**src/rtl/alarm_controller.sv**
```systemverilog
// Alarm sequencer: stores the alarm time, detects the alarm edge and walks ring/snooze/timeout phases.
// Optional build macro ALARM_BEEP_PATTERN_EN gates the buzzer with a 1 s on / 1 s off phase while ringing.
module alarm_controller #(
    parameter int RING_SECONDS   = 60,
    parameter int SNOOZE_SECONDS = 300,
    parameter int MAX_SNOOZE     = 3,
    parameter int RST_HOUR       = 7,
    parameter int RST_MIN        = 0
) (
    input  logic       clk,
    input  logic       rst,
    input  logic       tick_1hz,
    input  logic       key_set_pulse,
    input  logic       key_inc_pulse,
    input  logic       key_stop_pulse,
    input  logic [4:0] hour_in,
    input  logic [5:0] min_in,
    input  logic [5:0] sec_in,
    output logic [4:0] alarm_hour,
    output logic [5:0] alarm_min,
    output logic       alarm_armed,
    output logic       buzzer_en,
    output logic       show_alarm,
    output logic [1:0] set_field
);

    localparam logic [7:0] RING_LAST   = 8'(RING_SECONDS - 1);
    localparam logic [9:0] SNOOZE_LAST = 10'(SNOOZE_SECONDS - 1);
    localparam logic [2:0] SNOOZE_MAX  = 3'(MAX_SNOOZE);
    localparam logic [4:0] HOUR_RST    = 5'(RST_HOUR);
    localparam logic [5:0] MIN_RST     = 6'(RST_MIN);

    typedef enum logic [2:0] {
        S_DISARMED,
        S_SET_HOUR,
        S_SET_MIN,
        S_ARMED,
        S_RINGING,
        S_SNOOZE
    } state_t;

    state_t     state, state_nxt;
    logic [7:0] ring_cnt;
    logic [9:0] snooze_cnt;
    logic [2:0] snooze_used;
    logic       match, match_d, trigger;
    logic       ring_done, snooze_done, snooze_ok;
`ifdef ALARM_BEEP_PATTERN_EN
    logic       beep_phase;
`endif

    // Edge detect so a held match (or arming while matched) cannot retrigger.
    assign match       = (hour_in == alarm_hour) && (min_in == alarm_min) && (sec_in == 6'd0);
    assign trigger     = match && !match_d;
    assign ring_done   = tick_1hz && (ring_cnt == RING_LAST);
    assign snooze_done = tick_1hz && (snooze_cnt == SNOOZE_LAST);
    assign snooze_ok   = snooze_used < SNOOZE_MAX;

    always_ff @(posedge clk) begin
        if (rst) state <= S_DISARMED;
        else     state <= state_nxt;
    end

    // Keys with an effect are checked first so they always outrank trigger and timeouts.
    always_comb begin
        state_nxt = state;
        case (state)
            S_DISARMED: begin
                if (key_stop_pulse)     state_nxt = S_ARMED;
                else if (key_set_pulse) state_nxt = S_SET_HOUR;
            end
            S_SET_HOUR: begin
                if (key_stop_pulse)     state_nxt = S_DISARMED;
                else if (key_set_pulse) state_nxt = S_SET_MIN;
            end
            S_SET_MIN: begin
                if (key_stop_pulse)     state_nxt = S_DISARMED;
                else if (key_set_pulse) state_nxt = S_ARMED;
            end
            S_ARMED: begin
                if (key_stop_pulse)     state_nxt = S_DISARMED;
                else if (key_set_pulse) state_nxt = S_SET_HOUR;
                else if (trigger)       state_nxt = S_RINGING;
            end
            S_RINGING: begin
                if (key_stop_pulse)                  state_nxt = S_ARMED;
                else if (key_inc_pulse && snooze_ok) state_nxt = S_SNOOZE;
                else if (ring_done)                  state_nxt = S_ARMED;
            end
            S_SNOOZE: begin
                if (key_stop_pulse)   state_nxt = S_ARMED;
                else if (snooze_done) state_nxt = S_RINGING;
            end
            default: state_nxt = S_DISARMED;
        endcase
    end

    always_ff @(posedge clk) begin
        if (rst) begin
            alarm_hour  <= HOUR_RST;
            alarm_min   <= MIN_RST;
            match_d     <= 1'b0;
            ring_cnt    <= 8'd0;
            snooze_cnt  <= 10'd0;
            snooze_used <= 3'd0;
`ifdef ALARM_BEEP_PATTERN_EN
            beep_phase  <= 1'b0;
`endif
        end else begin
            match_d <= match;
            if (state == S_SET_HOUR && !key_stop_pulse && !key_set_pulse && key_inc_pulse)
                alarm_hour <= (alarm_hour == 5'd23) ? 5'd0 : alarm_hour + 5'd1;
            if (state == S_SET_MIN && !key_stop_pulse && !key_set_pulse && key_inc_pulse)
                alarm_min <= (alarm_min == 6'd59) ? 6'd0 : alarm_min + 6'd1;

            if (state != S_RINGING && state_nxt == S_RINGING) begin
                ring_cnt <= 8'd0;
`ifdef ALARM_BEEP_PATTERN_EN
                beep_phase <= 1'b1;
`endif
            end else if (state == S_RINGING && tick_1hz) begin
                ring_cnt <= ring_cnt + 8'd1;
`ifdef ALARM_BEEP_PATTERN_EN
                beep_phase <= ~beep_phase;
`endif
            end

            // Snooze budget is refreshed only by a fresh alarm event, not by snooze re-rings.
            if (state == S_ARMED && state_nxt == S_RINGING)
                snooze_used <= 3'd0;
            if (state == S_RINGING && state_nxt == S_SNOOZE) begin
                snooze_cnt  <= 10'd0;
                snooze_used <= snooze_used + 3'd1;
            end else if (state == S_SNOOZE && tick_1hz) begin
                snooze_cnt <= snooze_cnt + 10'd1;
            end
        end
    end

    always_comb begin
        alarm_armed = 1'b0;
        buzzer_en   = 1'b0;
        show_alarm  = 1'b0;
        set_field   = 2'd0;
        case (state)
            S_SET_HOUR: begin
                show_alarm = 1'b1;
                set_field  = 2'd1;
            end
            S_SET_MIN: begin
                show_alarm = 1'b1;
                set_field  = 2'd2;
            end
            S_ARMED: alarm_armed = 1'b1;
            S_RINGING: begin
                alarm_armed = 1'b1;
`ifdef ALARM_BEEP_PATTERN_EN
                buzzer_en   = beep_phase;
`else
                buzzer_en   = 1'b1;
`endif
            end
            S_SNOOZE: alarm_armed = 1'b1;
            default: ;
        endcase
    end

endmodule

```
**config.mk**
```make
export PLATFORM = sky130hd
export DESIGN_NAME = alarm_controller
export DESIGN_NICKNAME = d
export VERILOG_FILES = /design/src/rtl/alarm_controller.sv
export SDC_FILE = /design/constraint.sdc
export NUM_CORES = 1
export LEC_CHECK = 0
export ABC_AREA = 1
export CORE_MARGIN = 2
export CORE_UTILIZATION = 42
export CTS_CLUSTER_SIZE = 12
export DETAILED_ROUTE_END_ITERATION = 10
export PLACE_DENSITY = 0.67
export SLEW_MARGIN = 10
export SYNTH_ARGS = -nofsm -noshare
export SYNTH_HDL_FRONTEND = slang
export SYNTH_SLANG_ARGS = --single-unit
```
**constraint.sdc**
```tcl
create_clock -name clk -period 1.6 [get_ports clk]
set_input_delay 0.32 -clock clk [delete_from_list [all_inputs] [get_ports clk]]
set_output_delay 0.32 -clock clk [all_outputs]
set_load 0.005 [all_outputs]
```
==> results of run 1 <==
[critical path, delay by kind of cell (launching register included)]
kind                      cells  cell delay, ns
DFF                           1            0.39
and+or+nand+nor               6            0.73
buffers and inverters         3            0.28
xor gates and xnor gates      1            0.28
[registers in the layout, summed over array words and instances (netlist names)]
register and count:
state 3, alarm_hour 5, match_d 1, snooze_cnt 10
alarm_min 6, ring_cnt 8, snooze_used 3
[timing repair]
action / in CTS / in global routing
pin swaps: 22 / 27
setup endpoints to repair: 36 / 41
resized for setup: 69 / 83
hold endpoints to repair: 0 / 0
setup buffers: 11 / 11
[metal layers]
layer / GRT usage, % / part of all wire, %
met1: 26.7 / 41
met2: 39.5 / 51
met3: 4.20 / 4.7
met4: 7.94 / 3.1
met5: 0 / 0
[through the flow]
stage / TNS [ns] / cells / cell area (um2) / power (mW)
global route: -5.68 / 507 / 3700 / 2.53
finish: -2.92 / 507 / 3700 / 2.44
CTS: -0.913 / 497 / 3400 / 2.40
global placement: -12.79 / 478 / 3060 / 1.25
floorplan: 0 / 306 / 2070 / 1.06
detailed placement: -13.72 / 478 / 3060 / 1.25
[final timing paths]
check	startpoint	to	slack, ns
hold / removal	snooze_used[1]	snooze_used[1]	0.52
setup reg to reg	state[0]	ring_cnt[7]	-0.18
hold reg to reg	snooze_used[1]	snooze_used[1]	0.52
setup / recovery	state[0]	ring_cnt[7]	-0.18
[cell usage in the layout, fill, tap and decap left out, types with 6 or more instances in the layout]
cell and count:
sky130_fd_sc_hd__buf_4 73, sky130_fd_sc_hd__buf_6 16, sky130_fd_sc_hd__nand3_1 11, sky130_fd_sc_hd__dlygate4sd2_1 16
sky130_fd_sc_hd__nor2_1 29, sky130_fd_sc_hd__nand2_1 60, sky130_fd_sc_hd__inv_2 17, sky130_fd_sc_hd__nor2_4 6
sky130_fd_sc_hd__dfxtp_1 18, sky130_fd_sc_hd__dfxtp_2 15, sky130_fd_sc_hd__xor2_1 13, sky130_fd_sc_hd__clkdlybuf4s50_1 7
sky130_fd_sc_hd__nand3_2 8, sky130_fd_sc_hd__a21oi_1 18, sky130_fd_sc_hd__nor2_2 9, sky130_fd_sc_hd__nand4_1 9
sky130_fd_sc_hd__inv_1 31, sky130_fd_sc_hd__dlymetal6s2s_1 10
[cell type report]
cell class                 count  area [um2]
timing repair buffer         127        1100
tap                           67        83.8
inverter                      50         195
clock buffer                   5        68.8
fill                         330        1050
multi-input combinational    219        1410
sequential                    36         751
clock inverter                 3        90.1
[power by group through the flow]
stage | combinational [mW] | clock, mW | sequential, mW
final | 0.391 | 1.12 | 0.928
after global routing | 0.423 | 1.17 | 0.929
after CTS | 0.337 | 1.14 | 0.921
after detailed placement | 0.309 | 0 | 0.943
after global placement | 0.304 | 0 | 0.943
after floorplan | 0.117 | 0 | 0.944
[logic make-up after synthesis]
group           synth area share (%)
flops                           34.8
fa+ha+maj                       3.02
compound gates                  9.54
mux                            0.483
simple gates                    36.2
buf+inv                         9.23
xor+xnor                        6.76
==> impl_metrics.env, run 1 <==
export IMPL_fin_crit_ns=1.78
export IMPL_areaGrowthSynthToFinish_pct=78.5
export IMPL_async_flop_share_pct=0
export IMPL_clock_latency_ns=0.30
export IMPL_setup_viol=24
export IMPL_diodes=0
export IMPL_final_net_count=467
export IMPL_timing_final_max_slew_violations=0
export IMPL_tritoncts="yes"
export IMPL_share_seq_of_total_power_pct=38.0
export IMPL_hp_class="reg2reg"
export IMPL_vias_in_the_first_global_route=2295
export IMPL_post_synth_top_area_fraction_pct=34.8
export IMPL_postCtsHoldBufs=0
export IMPL_p_sw_share_pct=22.6
export IMPL_ordered_list_of_cells_on_the_worst_path="nor2_4, inv_2, nor2_4, buf_6, buf_6, nand2_1, nor2_2, nand4_1, xor2_1, nor2_2"
export IMPL_synth_avg_cell_area_um2=6.78
export IMPL_drv_cap=0
export IMPL_drc=0
export IMPL_netlist_area_before_placement_mm2=0.00207
export IMPL_crit_path_max_fanout=4
export IMPL_drive_above_1_share_pct=43.4
export IMPL_synth_seq_cells=36
export IMPL_drt_antenna_violating_nets=0
export IMPL_fp_dieW_um=74.3
export IMPL_synthMostInstantiatedCell="sky130_fd_sc_hd__nand2_1"
export IMPL_highest_clock_rate_mhz=561
export IMPL_fin_worst_hold_slack_ns=0.515
export IMPL_post_route_worst_setup_slack_ns=-0.183
export IMPL_drt_wirelength_per_cell_um=13.2
export IMPL_seq_area_frac_synth_pct=34.8
export IMPL_worst_pin_slew_ns=0.448
export IMPL_holdPathStages=2
export IMPL_power_leakage_nw=1.84
export IMPL_floorplan_initialDensity_pct=43.6
export IMPL_design_core_area_mm2=0.00475
export IMPL_cp_slowest_stage_delay_ns=0.39
export IMPL_synth_area_top_cells="sky130_fd_sc_hd__dfxtp_1 35%, sky130_fd_sc_hd__nand2_1 12%, sky130_fd_sc_hd__nor2_1 7.2%"
export IMPL_first_pass_grt_wire_length_mm=9.52
export IMPL_gp_congestion=0.883
export IMPL_grt_total_usage_pct=22.2
export IMPL_largest_area_contributor_in_the_netlist="sky130_fd_sc_hd__dfxtp_1"
export IMPL_cts_sink_count=36
export IMPL_peakVddDrop_uv=438
export IMPL_buffer_ports_inserted=38
export IMPL_reg2reg_depth=10
export IMPL_grt_max_degree=13
export IMPL_synth_top_flop_cell="sky130_fd_sc_hd__dfxtp_1"
export IMPL_detailedPlacementHpwl_mm=4.10
export IMPL_power_density_mw_per_mm2=659
export IMPL_violations="negative setup slack"
export IMPL_clk_root_buf="sky130_fd_sc_hd__clkbuf_8"
export IMPL_first_iter_violations=134
export IMPL_dieHeight_um=74.3
export IMPL_synthCells=306
export IMPL_yosys_warnings=0
export IMPL_arrival_ns=1.97
export IMPL_worstSetupEndpointType="flip-flop"
export IMPL_vias=2494
export IMPL_grt_antenna_before_repair=0
export IMPL_vias_per_cell=4.92
export IMPL_timing_hold_violations_final=0
export IMPL_clkTransAtPathRegs_ns=0.08
export IMPL_ys_types=34
export IMPL_htreeDepth=2
export IMPL_fin_worst_skew_ns=0.00632
export IMPL_synth_enable_flop_cells=0
export IMPL_crit_path_start_kind="flip-flop"
export IMPL_gr_total_overflow=0
export IMPL_rows=25
export IMPL_post_synth_most_frequent_cells="69 x sky130_fd_sc_hd__nand2_1, 40 x sky130_fd_sc_hd__nor2_1, 38 x sky130_fd_sc_hd__inv_1"
export IMPL_pwr_share_comb_pct=16.0
export IMPL_design_portCount=39
export IMPL_cp_data_required_time_ns=1.78
export IMPL_critPathSlowestCell="sky130_fd_sc_hd__dfxtp_4"
export IMPL_layout_core_utilization_pct=77.8
export IMPL_clock_tree_buffer_depth=2
export IMPL_placement_setup_worst_slack_ns=-0.600
export IMPL_switching_power_uw=551
export IMPL_clockPowerShare_pct=46.0
export IMPL_design_die_area_mm2=0.00551
export IMPL_grt_setup_unrepaired="true"
export IMPL_min_period_over_period_pct=111
export IMPL_intPower_mw=1.89
export IMPL_cts_made_buffers=5
export IMPL_criticalPathCategory="reg2reg"
export IMPL_run_status="finished, violations left"
export IMPL_syn_nets=334
export IMPL_first_pass_iters=4
export IMPL_detail_route_wirelength_mm=6.70
export IMPL_slew_headroom_pct=69.6
No activity file was read; power rests on OpenSTA's default activity.
==> inputs of run 2 (changes only) <==
--- a/config.mk
+++ b/config.mk
@@ -6,11 +6,11 @@
 export NUM_CORES = 1
 export LEC_CHECK = 0
 export ABC_AREA = 1
-export CORE_MARGIN = 2
+export CORE_MARGIN = 1.5
 export CORE_UTILIZATION = 42
 export CTS_CLUSTER_SIZE = 12
 export DETAILED_ROUTE_END_ITERATION = 10
-export PLACE_DENSITY = 0.67
+export PLACE_DENSITY = 0.69
 export SLEW_MARGIN = 10
 export SYNTH_ARGS = -nofsm -noshare
 export SYNTH_HDL_FRONTEND = slang
==> run 2 against run 1 <==
Effect of this change: the run still ends with negative setup slack left; first-iteration DRC count grew 9.7%; sequential power about the same; register-to-register slack got worse by 0.02 ns; hold slack better by 0.012 ns; critical endpoint is now ring_cnt[1]; largest cell class unchanged; largest power group is now sequential cells.
==> impl_metrics.env, run 2 (synthesized netlist as in run 1, its figures left out) <==
export IMPL_power_density_mw_per_mm2=575
export IMPL_grt_antenna_before_repair=0
export IMPL_vias_in_the_first_global_route=2332
export IMPL_dieHeight_um=73.3
export IMPL_drt_antenna_violating_nets=0
export IMPL_layout_core_utilization_pct=76.3
export IMPL_grt_max_degree=12
export IMPL_cts_sink_count=36
export IMPL_clk_root_buf="sky130_fd_sc_hd__clkbuf_8"
export IMPL_cts_made_buffers=5
export IMPL_fillCellCount=334
export IMPL_setup_viol=31
export IMPL_gr_total_overflow=0
export IMPL_layout_area_seq_um2=748
export IMPL_clkTransAtPathRegs_ns=0.08
export IMPL_ordered_list_of_cells_on_the_worst_path="inv_6, nor3_4, buf_6, buf_4, o22ai_2, buf_4, a21oi_4, nand4_1, nand2_4, nor2_1"
export IMPL_detail_route_wirelength_mm=6.93
export IMPL_design_area_mm2=0.00363
export IMPL_peakVddDrop_uv=452
export IMPL_fin_worst_hold_slack_ns=0.527
export IMPL_diodes=0
export IMPL_fp_dieW_um=73.3
export IMPL_clockPowerShare_pct=38.1
export IMPL_setup_worst_path_start="state[0]"
export IMPL_power_leakage_nw=1.73
export IMPL_drc=0
export IMPL_detailedPlacementHpwl_mm=4.08
export IMPL_drv_cap=0
export IMPL_grt_total_usage_pct=23.9
export IMPL_fin_worst_skew_ns=0.0109
export IMPL_multi_input_comb_area_mm2=0.00138
export IMPL_floorplan_initialDensity_pct=43.6
export IMPL_timing_final_max_slew_violations=0
export IMPL_switching_power_uw=532
export IMPL_first_pass_grt_wire_length_mm=9.94
export IMPL_fin_crit_ns=1.81
export IMPL_tritoncts="yes"
export IMPL_design_core_area_mm2=0.00475
export IMPL_critical_path_depth=10
export IMPL_r2r_start="state[0]"
export IMPL_cp_data_required_time_ns=1.79
export IMPL_drt_wirelength_per_cell_um=13.6
export IMPL_timing_hold_violations_final=0
export IMPL_final_net_count=471
export IMPL_gp_congestion=0.861
export IMPL_violations="negative setup slack"
export IMPL_slew_headroom_pct=68.3
export IMPL_buffer_ports_inserted=38
export IMPL_htreeDepth=2
export IMPL_reg2reg_depth=10
export IMPL_arrival_ns=2.00
export IMPL_first_iter_violations=147
export IMPL_rows=25
export IMPL_run_status="finished, violations left"
export IMPL_design_power_total_mw=2.09
export IMPL_criticalPathCategory="reg2reg"
export IMPL_areaGrowthSynthToFinish_pct=74.9
export IMPL_worst_r2r_setup_slack_ns=-0.21
export IMPL_cp_slowest_stage_delay_ns=0.41
export IMPL_max_flop_register="snooze_cnt"
export IMPL_placed_cell_area_mm2=0.00310
export IMPL_cpLargestDelayFamily="simple AND/OR/NAND/NOR gates"
export IMPL_share_seq_of_total_power_pct=44.5
export IMPL_design_portCount=39
export IMPL_largest_register_ff_count=10
export IMPL_p_sw_share_pct=25.5
export IMPL_critPathSlowestCell="sky130_fd_sc_hd__dfxtp_4"
export IMPL_crit_path_max_fanout=8
export IMPL_design_die_area_mm2=0.00537
export IMPL_worst_pin_slew_ns=0.470
export IMPL_layout_commonest_cell="sky130_fd_sc_hd__buf_4"
export IMPL_first_pass_iters=4
export IMPL_post_route_worst_setup_slack_ns=-0.208
export IMPL_critical_path_top_cell_by_count="sky130_fd_sc_hd__buf_4"
export IMPL_worstSetupEndpointType="flip-flop"
export IMPL_crit_path_start_kind="flip-flop"
export IMPL_clock_latency_ns=0.30
export IMPL_largest_registers="snooze_cnt: 10 flops, ring_cnt: 8 flops, alarm_min: 6 flops"
export IMPL_intPower_mw=1.55
export IMPL_critPathCapture="ring_cnt[1]"
export IMPL_most_frequent_cells_in_the_layout="79 x sky130_fd_sc_hd__buf_4, 63 x sky130_fd_sc_hd__nand2_1, 34 x sky130_fd_sc_hd__inv_1, 30 x sky130_fd_sc_hd__nor2_1, 20 x sky130_fd_sc_hd__dfxtp_1"
export IMPL_highest_clock_rate_mhz=553
export IMPL_drive_above_1_share_pct=41.2
export IMPL_vias_per_cell=5.00
export IMPL_worstPathBufferInverterCount=4
export IMPL_grt_setup_unrepaired="true"
export IMPL_vias=2557
export IMPL_critical_register_to_register_path_endpoint="ring_cnt[1]"
export IMPL_min_period_over_period_pct=113
export IMPL_hp_class="reg2reg"
export IMPL_clock_tree_buffer_depth=2
export IMPL_pwr_share_comb_pct=17.4
-- run 2: changes by cell type in the layout (fill, tap and decap cells not counted), sizes merged --
cell           before  now
inv                50   49
bufinv              3    1
dlygate4sd2        16   18
clkdlybuf4s50       7   10
dlymetal6s2s       10    5
clkinv              0    2
buf                92   97
-- run 2: cell type report --
| type | instances | area share [%] |
|---|---|---|
| Tap cell | 67 | 2.31 |
| Clock inverter | 2 | 0.966 |
| Sequential cell | 36 | 20.6 |
| Multi-Input combinational cell | 219 | 38.1 |
| Inverter | 50 | 5.38 |
| Clock buffer | 6 | 2.00 |
| Timing Repair Buffer | 131 | 30.6 |
-- run 2: repair_timing --
action	in CTS	in global routing
buffers inserted	16	6
hold buffers	0	0
endpoints found under the setup margin	40	43
resized for setup	79	55
pin swaps	43	18
-- run 2: how the worst min path moves through the flow --
stage | startpoint | end | slack [ns] | cells after the start
detailed placement | snooze_cnt[9] | snooze_cnt[9] | 0.52 | 2
finish | alarm_hour[1] | alarm_hour[1] | 0.53 | 2
floorplan | snooze_cnt[1] | snooze_cnt[1] | 0.46 | 2
CTS | alarm_hour[1] | alarm_hour[1] | 0.53 | 2
global route | alarm_hour[1] | alarm_hour[1] | 0.55 | 2
global placement | snooze_cnt[9] | snooze_cnt[9] | 0.50 | 2
-- run 2: stage by stage --
step,instances,setup slack [ns],TNS (ns)
finish,511,-0.208,-3.61
global route,511,-0.273,-6.41
CTS,505,-0.0951,-1.23
detailed placement,482,-0.523,-13.63
global placement,482,-0.493,-12.73
floorplan,306,0.0133,0
-- run 2: tightest hold or removal path, delay by kind of cell, from the launching register on --
kind	cells	cell delay, ns
flip-flops	1	0.34
AO/OA/AOI/OAI	1	0.08
buffers and inverters	1	0.08
-- run 2: power by group through the flow --
stage                     Sequential [mW]  Combinational [mW]  Clock, mW
after detailed placement            0.942               0.307          0
after global routing                0.931               0.394      0.849
final                               0.929               0.363      0.794
after global placement              0.942               0.302          0
after floorplan                     0.944               0.117          0
after CTS                           0.927               0.301      0.804
-- run 2: layer usage --
layer / track usage (%) / vias up / wire [um] / part of all wire [%]
li1: - / 1258 / - / -
met1: 29.9 / 1210 / 2900 / 42
met2: 40.8 / 72 / 3480 / 50
met3: 4.53 / 17 / 359 / 5.2
met4: 8.60 / 0 / 185 / 2.7
met5: 0 / - / 0 / 0
==> RTL change, RTL diff (settings of run 1) <==
Build with the macro `ALARM_BEEP_PATTERN_EN` defined.
--- a/src/rtl/alarm_controller.sv
+++ b/src/rtl/alarm_controller.sv
@@ -1,4 +1,6 @@
 // Alarm sequencer: stores the alarm time, detects the alarm edge and walks ring/snooze/timeout phases.
 // Optional build macro ALARM_BEEP_PATTERN_EN gates the buzzer with a 1 s on / 1 s off phase while ringing.
+`define ALARM_BEEP_PATTERN_EN
+
 module alarm_controller #(
     parameter int RING_SECONDS   = 60,
Function: changed (Yosys sat finds a counterexample within 4 cycles, from zero or initial values and one cycle with rst high).
==> RTL change against run 1 <==
- the flow still finishes with violations (setup timing)
- worst setup slack better by 7.0 ps
- wire length rose by 8.2%
- core utilization shrank 2.9 points
- first-iteration DRC count increased by 74%
- non-clock buffer count stayed put
- sequential cell count is 1 higher
- cell area increased by 2.8%
- critical endpoint is now ring_cnt[6]$_SDFFE_PP0P_
- total power decreased by 16%
- area after synthesis grew 5.8%
- highest routed layer unchanged
==> RTL change: results (changes against run 1) <==
metric;value;unit;change
worst_slew_pin_slew;483.1;ps;was 448.4 ps
wl_met2;3587;um;was 3424 um
outcome;complete, but fails checks;;unchanged
finalClockSkew;2.050;ps;was 6.322 ps
max_stage_delay;370;ps;was 390 ps
worstReg2RegStart;state[1]$_SDFF_PP0_;;was state[0]$_SDFF_PP0_
first_pass_iters;7;;was 4
ys_seq_area_frac;0.3377;;was 0.3476
largest_reg_flops;10;;unchanged
violations;setup timing;;unchanged
wl_met1;2964;um;was 2758 um
grt_max_degree;15;;was 13
clkSlewWorstSetupHoldPaths;80;ps;about the same
nNetsFinal;483;;was 467
setup_ws;-176.4;ps;was -183.5 ps
syn-instance-count;322;;was 306
drt-total-wl;7251;um;was 6702 um
grt_first_pass_wirelength;10780;um;was 9522 um
netlist_top_cells_count;nand2_1 (73), nor2_1 (45), inv_1 (39);;was nand2_1 (69), nor2_1 (40), inv_1 (38)
dr.first_iter.drc_count;233;;was 134
setup_viol;33;;was 24
gp_congestion;0.9081;;was 0.8828
wl_met3;413;um;was 312 um
viasPerCell;5.038;;was 4.919
tns;-2673;ps;was -2915 ps
clock_path_buffers;2;;unchanged
cp-start-kind;register;;unchanged
netlist_top_cells_area;dfxtp_1 (34%), nand2_1 (12%), nor2_1 (7.7%);;was dfxtp_1 (35%), nand2_1 (12%), nor2_1 (7.2%)
drive_gt1_frac;0.4539;;was 0.4341
syn_nets;350;;was 334
dp.cells;489;;was 478
p_sw;590.5;uW;was 550.6 uW
first_global_vias;2453;;was 2295
ys_types;36;;was 34
-- RTL change: changes by cell type after synthesis, moves of 2 or more --
cell     change
o21ai_1      +3
nand2_2      +2
nor3b_1      -2
o21ai_0      -4
nor2_1       +5
nand2_1      +4
xor2_1       +3
inv_2        +4
nand3_1      -2
-- RTL change: layout make-up --
class / count / area [sq um]
well taps: 70 / 87.58
multi-input cells: 230 / 1555
clock inverters: 3 / 17.52
clock buffers: 5 / 68.82
repair buffers: 127 / 1084
flip-flops and latches: 37 / 772.0
fillers: 375 / 1270
inverters: 54 / 220.2
-- RTL change: routing by layer --
metal / up-vias / track usage
met3: 28 / 0.03673
li1: 1294 / -
met4: 0 / 0.09455
met1: 1237 / 0.2754
met2: 91 / 0.3912
met5: - / 0
-- RTL change: per-stage QoR --
stage | hold slack (ps) | util | area [sq um] | total power [mW] | setup slack [ps]
floorplan | 393.0 | - | 2193 | 1.098 | 27.00
global placement | 492.1 | 0.6149 | 3120 | 1.268 | -510.3
detailed placement | 497.2 | 0.6149 | 3120 | 1.274 | -552.0
CTS | 512.6 | 0.6837 | 3470 | 1.962 | -109.0
global route | 539.2 | 0.7498 | 3805 | 2.122 | -303.1
finish | 523.4 | 0.7498 | 3805 | 2.039 | -176.4
-- RTL change: worst paths after layout --
check | endpoint | slack (ps) | depth (start not counted)
max | ring_cnt[6]$_SDFFE_PP0P_ | -180 | 11
min | snooze_used[1]$_SDFFE_PP0P_ | 520 | 2
max reg2reg | ring_cnt[6]$_SDFFE_PP0P_ | -180 | 11
min reg2reg | snooze_used[1]$_SDFFE_PP0P_ | 520 | 2
-- RTL change: logic make-up (layout without fill, tap and decap cells) --
group,after synthesis,count (layout),synth area share
buffers and inverters,56,189,0.09754
DFF,37,37,0.3377
AOI/OAI and AO/OA,33,33,0.08557
muxes,1,1,0.004564
xor gates and xnor gates,18,18,0.07188
adders and majority gates,5,5,0.02852
and+or+nand+nor,172,173,0.3742
-- RTL change: repair_timing --
item / CTS / global route
pin swaps: 41 / 40
resized for setup: 81 / 88
hold buffers: 0 / 0
setup buffers: 21 / 10
gates cloned: 1 / 0
endpoints found under the setup margin: 42 / 46
-- RTL change: power by group through the flow --
| stage | sequential [mW] | clock (mW) | combinational, mW |
|---|---|---|---|
| global placement | 0.969 | 0 | 0.299 |
| global route | 0.945 | 0.708 | 0.469 |
| floorplan | 0.962 | 0 | 0.136 |
| detailed placement | 0.970 | 0 | 0.304 |
| finish | 0.945 | 0.660 | 0.434 |
| CTS | 0.941 | 0.665 | 0.355 |
-- RTL change: worst register-to-register path: cells and delay by family, from the launching register on --
kind	cells	cell delay, ps
flops	1	370
xor+xnor	1	230
simple gates	6	630
buf+inv	4	470
